### src/rtl/mod_addsub_pipe.sv
// mod_addsub_pipe - two-stage pipelined, multi-lane modular add/subtract unit
// for the Kyber arithmetic datapath (NTT butterflies, polynomial add/sub).
//
// Stage 1 registers the raw per-lane sum or difference (DWIDTH+1 bits, two's
// complement for subtract). Stage 2 applies a single conditional +/-Q
// correction and presents the result. Both stages use valid/ready handshakes
// with full backpressure.
//
// Ports:
//   clk        rising-edge clock
//   rst_n      asynchronous active-low reset
//   clr        synchronous flush of all in-flight beats (err is kept)
//   in_valid   input beat valid
//   in_ready   unit can accept a beat this cycle
//   in_op      0 = (a+b) mod Q, 1 = (a-b) mod Q, shared by all lanes
//   in_a/in_b  operands, lane i at [i*DWIDTH +: DWIDTH]
//   in_tag     sideband returned unchanged with the result
//   out_valid  result beat valid
//   out_ready  downstream accepts the result
//   out_data   results, each lane in [0, Q-1]
//   out_tag    tag of the result beat
//   err        sticky operand range error
//
// Optional feature macro: MOD_ADDSUB_RANGE_CHECK_EN
//   defined     : any accepted beat with a lane operand >= Q sets err (sticky
//                 until rst_n); the beat still flows through normally.
//   not defined : err is tied to 0 and no range comparators are built.
module mod_addsub_pipe #(
  parameter int DWIDTH = 12,
  parameter int Q      = 3329,
  parameter int LANES  = 4,
  parameter int TAG_W  = 8
) (
  input  logic                      clk,
  input  logic                      rst_n,
  input  logic                      clr,
  input  logic                      in_valid,
  output logic                      in_ready,
  input  logic                      in_op,
  input  logic [LANES*DWIDTH-1:0]   in_a,
  input  logic [LANES*DWIDTH-1:0]   in_b,
  input  logic [TAG_W-1:0]          in_tag,
  output logic                      out_valid,
  input  logic                      out_ready,
  output logic [LANES*DWIDTH-1:0]   out_data,
  output logic [TAG_W-1:0]          out_tag,
  output logic                      err
);

  localparam int RW = DWIDTH + 1;
  localparam logic [RW-1:0] Q_R = RW'(Q);

  logic                    s1_valid_q, s1_valid_d;
  logic                    s1_op_q, s1_op_d;
  logic [TAG_W-1:0]        s1_tag_q, s1_tag_d;
  logic [LANES*RW-1:0]     s1_raw_q, s1_raw_d;
  logic                    s2_valid_q, s2_valid_d;
  logic [LANES*DWIDTH-1:0] out_data_q, out_data_d;
  logic [TAG_W-1:0]        out_tag_q, out_tag_d;

  logic                    s2_can_load;
  logic                    s1_can_load;
  logic                    in_fire;
  logic [LANES*RW-1:0]     raw_in;
  logic [LANES*DWIDTH-1:0] corr;

  // Raw per-lane result; the extra MSB is the carry (add) or sign (sub).
  always_comb begin
    raw_in = '0;
    for (int i = 0; i < LANES; i++) begin
      if (in_op) begin
        raw_in[i*RW +: RW] = {1'b0, in_a[i*DWIDTH +: DWIDTH]} - {1'b0, in_b[i*DWIDTH +: DWIDTH]};
      end else begin
        raw_in[i*RW +: RW] = {1'b0, in_a[i*DWIDTH +: DWIDTH]} + {1'b0, in_b[i*DWIDTH +: DWIDTH]};
      end
    end
  end

  // One conditional correction per lane. The fix-up arithmetic is done in
  // DWIDTH bits: for in-range operands the true result fits, so wrapping
  // modulo 2^DWIDTH gives the same answer as the wider computation.
  always_comb begin
    corr = '0;
    for (int i = 0; i < LANES; i++) begin
      if (s1_op_q) begin
        if (s1_raw_q[i*RW + DWIDTH]) begin
          corr[i*DWIDTH +: DWIDTH] = s1_raw_q[i*RW +: DWIDTH] + Q_R[DWIDTH-1:0];
        end else begin
          corr[i*DWIDTH +: DWIDTH] = s1_raw_q[i*RW +: DWIDTH];
        end
      end else begin
        if (s1_raw_q[i*RW +: RW] >= Q_R) begin
          corr[i*DWIDTH +: DWIDTH] = s1_raw_q[i*RW +: DWIDTH] - Q_R[DWIDTH-1:0];
        end else begin
          corr[i*DWIDTH +: DWIDTH] = s1_raw_q[i*RW +: DWIDTH];
        end
      end
    end
  end

  always_comb begin
    s2_can_load = !s2_valid_q || out_ready;
    s1_can_load = !s1_valid_q || s2_can_load;
    in_fire     = in_valid && s1_can_load;

    s1_valid_d  = s1_valid_q;
    s1_op_d     = s1_op_q;
    s1_tag_d    = s1_tag_q;
    s1_raw_d    = s1_raw_q;
    s2_valid_d  = s2_valid_q;
    out_data_d  = out_data_q;
    out_tag_d   = out_tag_q;

    if (s2_can_load) begin
      s2_valid_d = s1_valid_q;
      if (s1_valid_q) begin
        out_data_d = corr;
        out_tag_d  = s1_tag_q;
      end
    end

    if (s1_can_load) begin
      s1_valid_d = in_valid;
      if (in_fire) begin
        s1_op_d  = in_op;
        s1_tag_d = in_tag;
        s1_raw_d = raw_in;
      end
    end

    // Flush wins over every load; payload registers may still update but
    // are never presented without a valid bit.
    if (clr) begin
      s1_valid_d = 1'b0;
      s2_valid_d = 1'b0;
    end
  end

  always_ff @(posedge clk or negedge rst_n) begin
    if (!rst_n) begin
      s1_valid_q <= 1'b0;
      s1_op_q    <= 1'b0;
      s1_tag_q   <= '0;
      s1_raw_q   <= '0;
      s2_valid_q <= 1'b0;
      out_data_q <= '0;
      out_tag_q  <= '0;
    end else begin
      s1_valid_q <= s1_valid_d;
      s1_op_q    <= s1_op_d;
      s1_tag_q   <= s1_tag_d;
      s1_raw_q   <= s1_raw_d;
      s2_valid_q <= s2_valid_d;
      out_data_q <= out_data_d;
      out_tag_q  <= out_tag_d;
    end
  end

  assign in_ready  = s1_can_load;
  assign out_valid = s2_valid_q;
  assign out_data  = out_data_q;
  assign out_tag   = out_tag_q;

`ifdef MOD_ADDSUB_RANGE_CHECK_EN
  logic err_q, err_d;
  logic range_bad;

  always_comb begin
    range_bad = 1'b0;
    for (int i = 0; i < LANES; i++) begin
      if (({1'b0, in_a[i*DWIDTH +: DWIDTH]} >= Q_R) || ({1'b0, in_b[i*DWIDTH +: DWIDTH]} >= Q_R)) begin
        range_bad = 1'b1;
      end
    end
    err_d = err_q || (in_fire && range_bad);
  end

  always_ff @(posedge clk or negedge rst_n) begin
    if (!rst_n) begin
      err_q <= 1'b0;
    end else begin
      err_q <= err_d;
    end
  end

  assign err = err_q;
`else
  assign err = 1'b0;
`endif

endmodule

### config.mk
export PLATFORM = sky130hd
export DESIGN_NAME = mod_addsub_pipe
export DESIGN_NICKNAME = d
export VERILOG_FILES = /design/src/rtl/mod_addsub_pipe.sv
export SDC_FILE = /design/constraint.sdc
export NUM_CORES = 1
export LEC_CHECK = 0
export CORE_UTILIZATION = 49
export DETAILED_ROUTE_END_ITERATION = 6
export PLACE_DENSITY = 0.78
export SYNTH_ARGS = -nofsm -noshare
export SYNTH_HDL_FRONTEND = slang
export SYNTH_SLANG_ARGS = --single-unit
### constraint.sdc
create_clock -name clk -period 2.1 [get_ports clk]
set_clock_uncertainty 0.05 [all_clocks]
set_input_delay 0.42 -clock clk [delete_from_list [all_inputs] [get_ports clk]]
set_output_delay 0.42 -clock clk [all_outputs]
set_load 0.02 [all_outputs]
==> impl_metrics.env, run 1 <==
export IMPL_status="finished with violations"
export IMPL_violations="design-rule violations, negative setup slack"
export IMPL_worstSetupPathType="input port to flop"
export IMPL_hp_class="input port to asynchronous set/reset pin"
export IMPL_p_leak_nw=6.72
export IMPL_crit_top_cell="nor3_4"
export IMPL_cts_sinks=119
export IMPL_grt_pass1_vias=9922
export IMPL_port_buffers=167
export IMPL_drt_iter0_markers=968
export IMPL_routedWlPerCell_um=19.0
export IMPL_grt_pass1_wl_um=47800
export IMPL_utilization=0.814
export IMPL_power_total_mw=12.8
export IMPL_synth_edf_count=0
export IMPL_vias_per_cell=5.95
export IMPL_diodes=0
export IMPL_gr_total_overflow=0
export IMPL_clk_pin_slew_ps=60
export IMPL_firstDrtPassIters=7
export IMPL_ys_flop_type="dfrtp_1"
export IMPL_wirelength_um=34300
export IMPL_crit_start="in_b[2]"
export IMPL_drc=2
export IMPL_rrSetupSlack_ps=-60
export IMPL_cp_slowest_cell="ha_1"
export IMPL_grt_antenna_before_repair=0
export IMPL_layout_drive_gt1_share=0.341
export IMPL_path_delay_family="simple AND/OR/NAND/NOR gates"
export IMPL_gp_congestion=0.929
export IMPL_die_area_um2=19500
export IMPL_synthTopCellsByArea="dfrtp_1, ha_1, xnor2_1"
export IMPL_synth_cell_type_count=65
export IMPL_grt_max_degree=70
export IMPL_final_max_slew_violation_count=0
export IMPL_nets=1734
export IMPL_min_period_ps=2590
export IMPL_initial_core_util=0.499
export IMPL_clk_latency_ps=430
export IMPL_n_fill_cell=1100
export IMPL_ctsHtreeMaxLevel=4
export IMPL_start_kind="input port"
export IMPL_ys_ff_latch=119
export IMPL_core_area_um2=18600
export IMPL_final_critical_path_setup_slack_ps=-491
export IMPL_setup_viol=35
export IMPL_synthCells=1147
export IMPL_rows=50
export IMPL_grt_use_total=0.299
export IMPL_ys_async_sr_fraction=1.00
export IMPL_cts_buffer_depth=2
export IMPL_hold_violations=0
export IMPL_clockRootBuffer="clkbuf_16"
export IMPL_synthToLayoutAreaGrowth_pct=63.1
export IMPL_power_density_nw_per_um2=846
export IMPL_cts_made_buffers=17
export IMPL_ir_drop_mv=0.691
export IMPL_r2r_start="s1_raw_q[14]$_DFFE_PN0P_"
export IMPL_cp_data_arrival_time_ps=2850
export IMPL_postPlaceCellArea_um2=13200
export IMPL_crit_chain="buf_8, nor3_4, nand3_2, nor3_4, nor2_2, xnor2_1, ha_1, a21o_1, nor3_2, a21oi_2, a31oi_1, xor2_1, o21ai_1"
export IMPL_yosysTopAreaCellShare=0.320
export IMPL_ioPinCount=169
export IMPL_antenna_left=0
export IMPL_end_kind="flop"
export IMPL_netlist_top_cell_by_area="dfrtp_1"
export IMPL_clock_fmax_mhz=386
export IMPL_maxCapViolations=0
export IMPL_final_cell_area_um2=15200
export IMPL_num_vias=10727
export IMPL_ys_warn_count=0
export IMPL_netlist_area_um2=9300
export IMPL_fp_dieW_um=140
export IMPL_cts_tree="yes"
export IMPL_slowest_delay_ps=300
export IMPL_finalCritPeriodShare=1.23
export IMPL_synth_seq_area_share=0.320
export IMPL_grt_setup_unrepaired="true"
export IMPL_synth_fp_nets=1325
export IMPL_worstPathRequired_ps=2360
export IMPL_holdWs_ps=401
export IMPL_cp_max_fo=3
export IMPL_synth_area_per_cell_um2=8.11
export IMPL_die_h_um=140
export IMPL_crit_buf_inv=1
export IMPL_post_dp_hpwl_um=20400
==> per-stage QoR <==
step	setup slack, ps	TNS (ps)	std cells
final	-491	-8080	1803
after global routing	-560	-11130	1803
after CTS	-289	-4290	1785
after detailed placement	-1160	-37420	1720
after global placement	-1070	-34330	1720
after floorplan	-542	-7840	1147
==> final cells by class <==
cell class / count / area [um2] / area share
well taps: 234 / 293 / 0.0193
clock buffers: 17 / 425 / 0.0280
inverters: 51 / 239 / 0.0158
flip-flops and latches: 119 / 2980 / 0.196
repair buffers: 447 / 3980 / 0.263
clock inverters: 15 / 194 / 0.0128
multi-input cells: 920 / 7050 / 0.465
==> cell usage after synthesis (3+ instances only) <==
master and count:
nand4_1 11, o21ai_1 3, or3_1 9, and3_1 17
ha_1 64, and4b_1 3, o41ai_1 3, clkbuf_1 47
a21boi_0 6, o31ai_1 12, a21o_1 13, nor2b_1 8
mux2i_1 11, buf_2 6, o21a_1 8, a31oi_1 31
or2_2 4, nand2_1 174, xnor2_1 90, o22ai_1 3
fa_1 4, a21oi_1 79, a31o_2 4, a211oi_1 12
dfrtp_1 119, o21ai_0 103, a211o_1 13, xor2_1 17
inv_1 51, nor4_1 12, o211ai_1 16, a311oi_1 5
o311ai_0 5, nor3_1 34, a32oi_1 3, nand3_1 23
nor2_1 67, nand2b_1 19, and2_1 7
==> final timing paths <==
check,to,depth (start not counted)
max in group asynchronous,s1_raw_q[40]$_DFFE_PN0P_,3
hold / removal,out_tag[2]$_DFFE_PN0P_,2
setup / recovery,s1_raw_q[10]$_DFFE_PN0P_,13
hold reg to reg,out_tag[1]$_DFFE_PN0P_,2
min in group clk,out_tag[1]$_DFFE_PN0P_,2
setup reg to reg,out_data[18]$_DFFE_PN0P_,8
==> per-layer routing <==
| metal | wire [um] | global-route usage |
|---|---|---|
| met1 | 14300 | 0.412 |
| met2 | 16500 | 0.495 |
| met3 | 2110 | 0.0330 |
| met4 | 1430 | 0.0844 |
| met5 | 0 | 0 |
==> registers in the layout, summed over array words and instances (netlist names) <==
name / flops
s1_raw_q: 52
out_data: 48
out_tag: 8
s1_tag_q: 8
out_valid: 1
s1_op_q: 1
s1_valid_q: 1
==> cell usage in the layout (no fill, tap or decap), types with 9 or more instances in the layout <==
cell / synthesis / layout
nand2_1: 174 / 171
buf_12: 0 / 10
nand2b_1: 19 / 14
buf_4: 1 / 250
a31oi_1: 31 / 24
o21ai_0: 103 / 70
nor3_2: 0 / 12
nand4_1: 11 / 11
a21oi_2: 0 / 34
ha_1: 64 / 52
o211ai_1: 16 / 16
a21o_1: 13 / 11
o21ai_2: 2 / 9
a211o_1: 13 / 13
nor3_1: 34 / 13
clkdlybuf4s50_1: 0 / 125
nand3_1: 23 / 17
dlygate4sd2_1: 0 / 12
xnor2_2: 0 / 13
o21ai_1: 3 / 26
nor2_1: 67 / 55
inv_1: 51 / 38
xnor2_1: 90 / 77
o31ai_1: 12 / 12
nor3_4: 0 / 9
clkbuf_16: 0 / 18
a21oi_1: 79 / 41
buf_6: 1 / 27
and3_1: 17 / 14
dfrtp_1: 119 / 117
xor2_1: 17 / 17
==> what timing repair did <==
item	CTS	global route
gates cloned	0	1
hold buffers	1	0
hold endpoints to repair	24	0
resized for setup	232	128
endpoints found under the setup margin	50	55
pin swaps	159	150
buffers inserted	34	22
==> logic make-up (layout without fill, tap and decap cells) <==
| logic type | after synthesis | after routing | synth area share |
|---|---|---|---|
| AO/OA/AOI/OAI | 335 | 335 | 0.225 |
| XOR/XNOR | 107 | 107 | 0.101 |
| adder cells (fa/ha/maj) | 68 | 68 | 0.0947 |
| buffers and inverters | 108 | 530 | 0.0456 |
| flip-flops | 119 | 119 | 0.320 |
| multiplexers | 12 | 12 | 0.0131 |
| other | 1 | 1 | 0.000403 |
| AND/OR/NAND/NOR | 397 | 397 | 0.201 |
==> report_power, final <==
part | internal [mW] | switching (mW) | total [mW] | leakage [nW]
clock network | 1.90 | 1.14 | 3.04 | 0.300
registers | 2.89 | 0.565 | 3.46 | 1.46
logic | 3.07 | 3.27 | 6.34 | 4.96
Power figures use the tool's default switching activity.
==> run 2, diff against run 1 <==
- CAP_MARGIN: default -> 10
- CORE_UTILIZATION: 49 -> 59
- DONT_BUFFER_PORTS: default -> 1
- RECOVER_POWER: default -> 100
==> run 2 against run 1 <==
The flow finishes with violations (negative hold slack, negative setup slack); final cell count down 16%; critical endpoint is now s1_raw_q[24]$_DFFE_PN0P_; non-clock buffer count down 261; total power down 16%; sequential cell count unchanged; largest power group unchanged; largest cell class unchanged; combinational power down 35%; global-route usage down 0.14 points.
==> impl_metrics.env, run 2 (synthesized netlist as in run 1, its figures left out) <==
export IMPL_die_area_um2=16300
export IMPL_die_h_um=128
export IMPL_p_clk_frac=0.253
export IMPL_min_period_ps=2260
export IMPL_routedWlPerCell_um=16.3
export IMPL_rows=45
export IMPL_worstPathRequired_ps=2340
export IMPL_initial_core_util=0.607
export IMPL_ff_latch_area_um2=2980
export IMPL_combPwrFrac=0.384
export IMPL_finalCritPeriodShare=1.08
export IMPL_grt_use_total=0.297
export IMPL_gp_congestion=0.899
export IMPL_grt_pass1_vias=8194
export IMPL_p_leak_nw=5.33
export IMPL_firstDrtPassIters=6
export IMPL_p_sw_frac=0.393
export IMPL_seqPwrFrac=0.363
export IMPL_cts_sinks=119
export IMPL_setup_viol=23
export IMPL_cts_buffer_depth=2
export IMPL_wirelength_um=24800
export IMPL_core_area_um2=15300
export IMPL_largest_register="s1_raw_q"
export IMPL_cp_max_fo=3
export IMPL_layout_cells_most_common="buf_4"
export IMPL_grt_pass1_wl_um=39000
export IMPL_worstSetupPathType="input port to flop"
export IMPL_ir_drop_mv=0.418
export IMPL_hp_class="input port to asynchronous set/reset pin"
export IMPL_clk_pin_slew_ps=50
export IMPL_utilization=0.789
export IMPL_clockRootBuffer="clkbuf_16"
export IMPL_largest_reg_flops=52
export IMPL_final_critical_path_setup_slack_ps=-162
export IMPL_cp_data_arrival_time_ps=2510
export IMPL_slew_limit_headroom=0.615
export IMPL_clk_latency_ps=420
export IMPL_diodes=0
export IMPL_end_kind="flop"
export IMPL_grt_antenna_before_repair=0
export IMPL_maxCapViolations=0
export IMPL_postPlaceCellArea_um2=11000
export IMPL_dpl_worst_slack_ps=-613
export IMPL_power_density_nw_per_um2=895
export IMPL_antenna_left=0
export IMPL_final_cell_area_um2=12100
export IMPL_p_int_mw=6.57
export IMPL_vias_per_cell=5.81
export IMPL_final_max_slew_violation_count=0
export IMPL_port_buffers=0
export IMPL_fp_dieW_um=128
export IMPL_cts_tree="yes"
export IMPL_nets=1473
export IMPL_grt_max_degree=120
export IMPL_layout_common_cells="buf_4, nand2_1, dfrtp_1, o21ai_0, xnor2_1"
export IMPL_cts_made_buffers=17
export IMPL_clock_fmax_mhz=442
export IMPL_drt_iter0_markers=595
export IMPL_grt_setup_unrepaired="true"
export IMPL_multi_input_area_um2=6580
export IMPL_hold_violations=119
export IMPL_holdWs_ps=-345
export IMPL_n_fill_cell=1054
export IMPL_ctsHtreeMaxLevel=4
export IMPL_ioPinCount=169
export IMPL_synthToLayoutAreaGrowth_pct=30.0
export IMPL_gr_total_overflow=0
export IMPL_start_kind="input port"
export IMPL_status="finished with violations"
export IMPL_layout_drive_gt1_share=0.265
export IMPL_post_dp_hpwl_um=18200
export IMPL_switchingPower_mw=4.25
export IMPL_num_vias=8818
export IMPL_violations="negative hold slack, negative setup slack"
export IMPL_tightest_slew_ps=578
export IMPL_drc=0
-- run 2: repair_timing --
| action | 4_1_cts | 5_1_grt |
|---|---|---|
| pin swaps | 26 | 59 |
| setup endpoints to repair | 23 | 52 |
| gates cloned | 0 | 0 |
| setup buffers | 4 | 13 |
| hold endpoints to repair | 119 | 119 |
| gates resized for setup | 31 | 67 |
-- run 2: per-stage QoR --
stage               TNS [ps]  std cells  hold slack (ps)  total power [mW]
floorplan              -7840       1147             74.4              6.32
global placement      -10820       1472             78.8              7.57
detailed placement    -12870       1472             77.9              7.71
CTS                     -976       1508             -362              10.6
global route           -5360       1519             -359              11.5
finish                 -1860       1519             -345              10.8
-- run 2: final timing paths --
check	start	to	slack [ps]	cells past startpoint
max in group asynchronous	rst_n	s1_raw_q[20]$_DFFE_PN0P_	2220	0
worst max register to register	s1_raw_q[14]$_DFFE_PN0P_	out_data[21]$_DFFE_PN0P_	-60	6
worst min-delay path	rst_n	out_data[30]$_DFFE_PN0P_	-350	0
min in group clk	clr	s1_valid_q$_DFFE_PN0P_	20	1
worst min register to register	s1_tag_q[7]$_DFFE_PN0P_	out_tag[7]$_DFFE_PN0P_	420	2
worst max-delay path	in_b[16]	s1_raw_q[24]$_DFFE_PN0P_	-160	11
-- run 2: layer usage --
layer,share of wire,global-route usage,vias to the layer above
li1,-,-,4386
met1,0.48,0.442,4067
met2,0.43,0.430,336
met3,0.081,0.0683,29
met4,0.012,0.0805,0
met5,0,0,-
-- run 2: final cells by class --
class,instances,share of cell area
clock buffer,18,0.0363
sequential,119,0.246
multi-input combinational,920,0.544
timing repair buffer,186,0.120
clock inverter,14,0.0105
inverter,51,0.0208
tap,211,0.0218
-- run 2: critical path, cell delays in order --
cell	delay (ps)
nor4_4	280
nor4b_4	290
nor2_1	90
xnor2_1	130
ha_1	290
a21o_1	240
a211o_1	290
a21oi_2	130
and3_1	170
mux2i_1	80
o311ai_0	100
-- run 2: power by group through the flow --
stage / logic [mW] / clock network (mW) / registers (mW)
floorplan: 2.58 / 0 / 3.74
global placement: 3.65 / 0 / 3.92
detailed placement: 3.76 / 0 / 3.95
CTS: 3.90 / 2.77 / 3.91
global route: 4.56 / 2.89 / 4.01
finish: 4.15 / 2.74 / 3.93
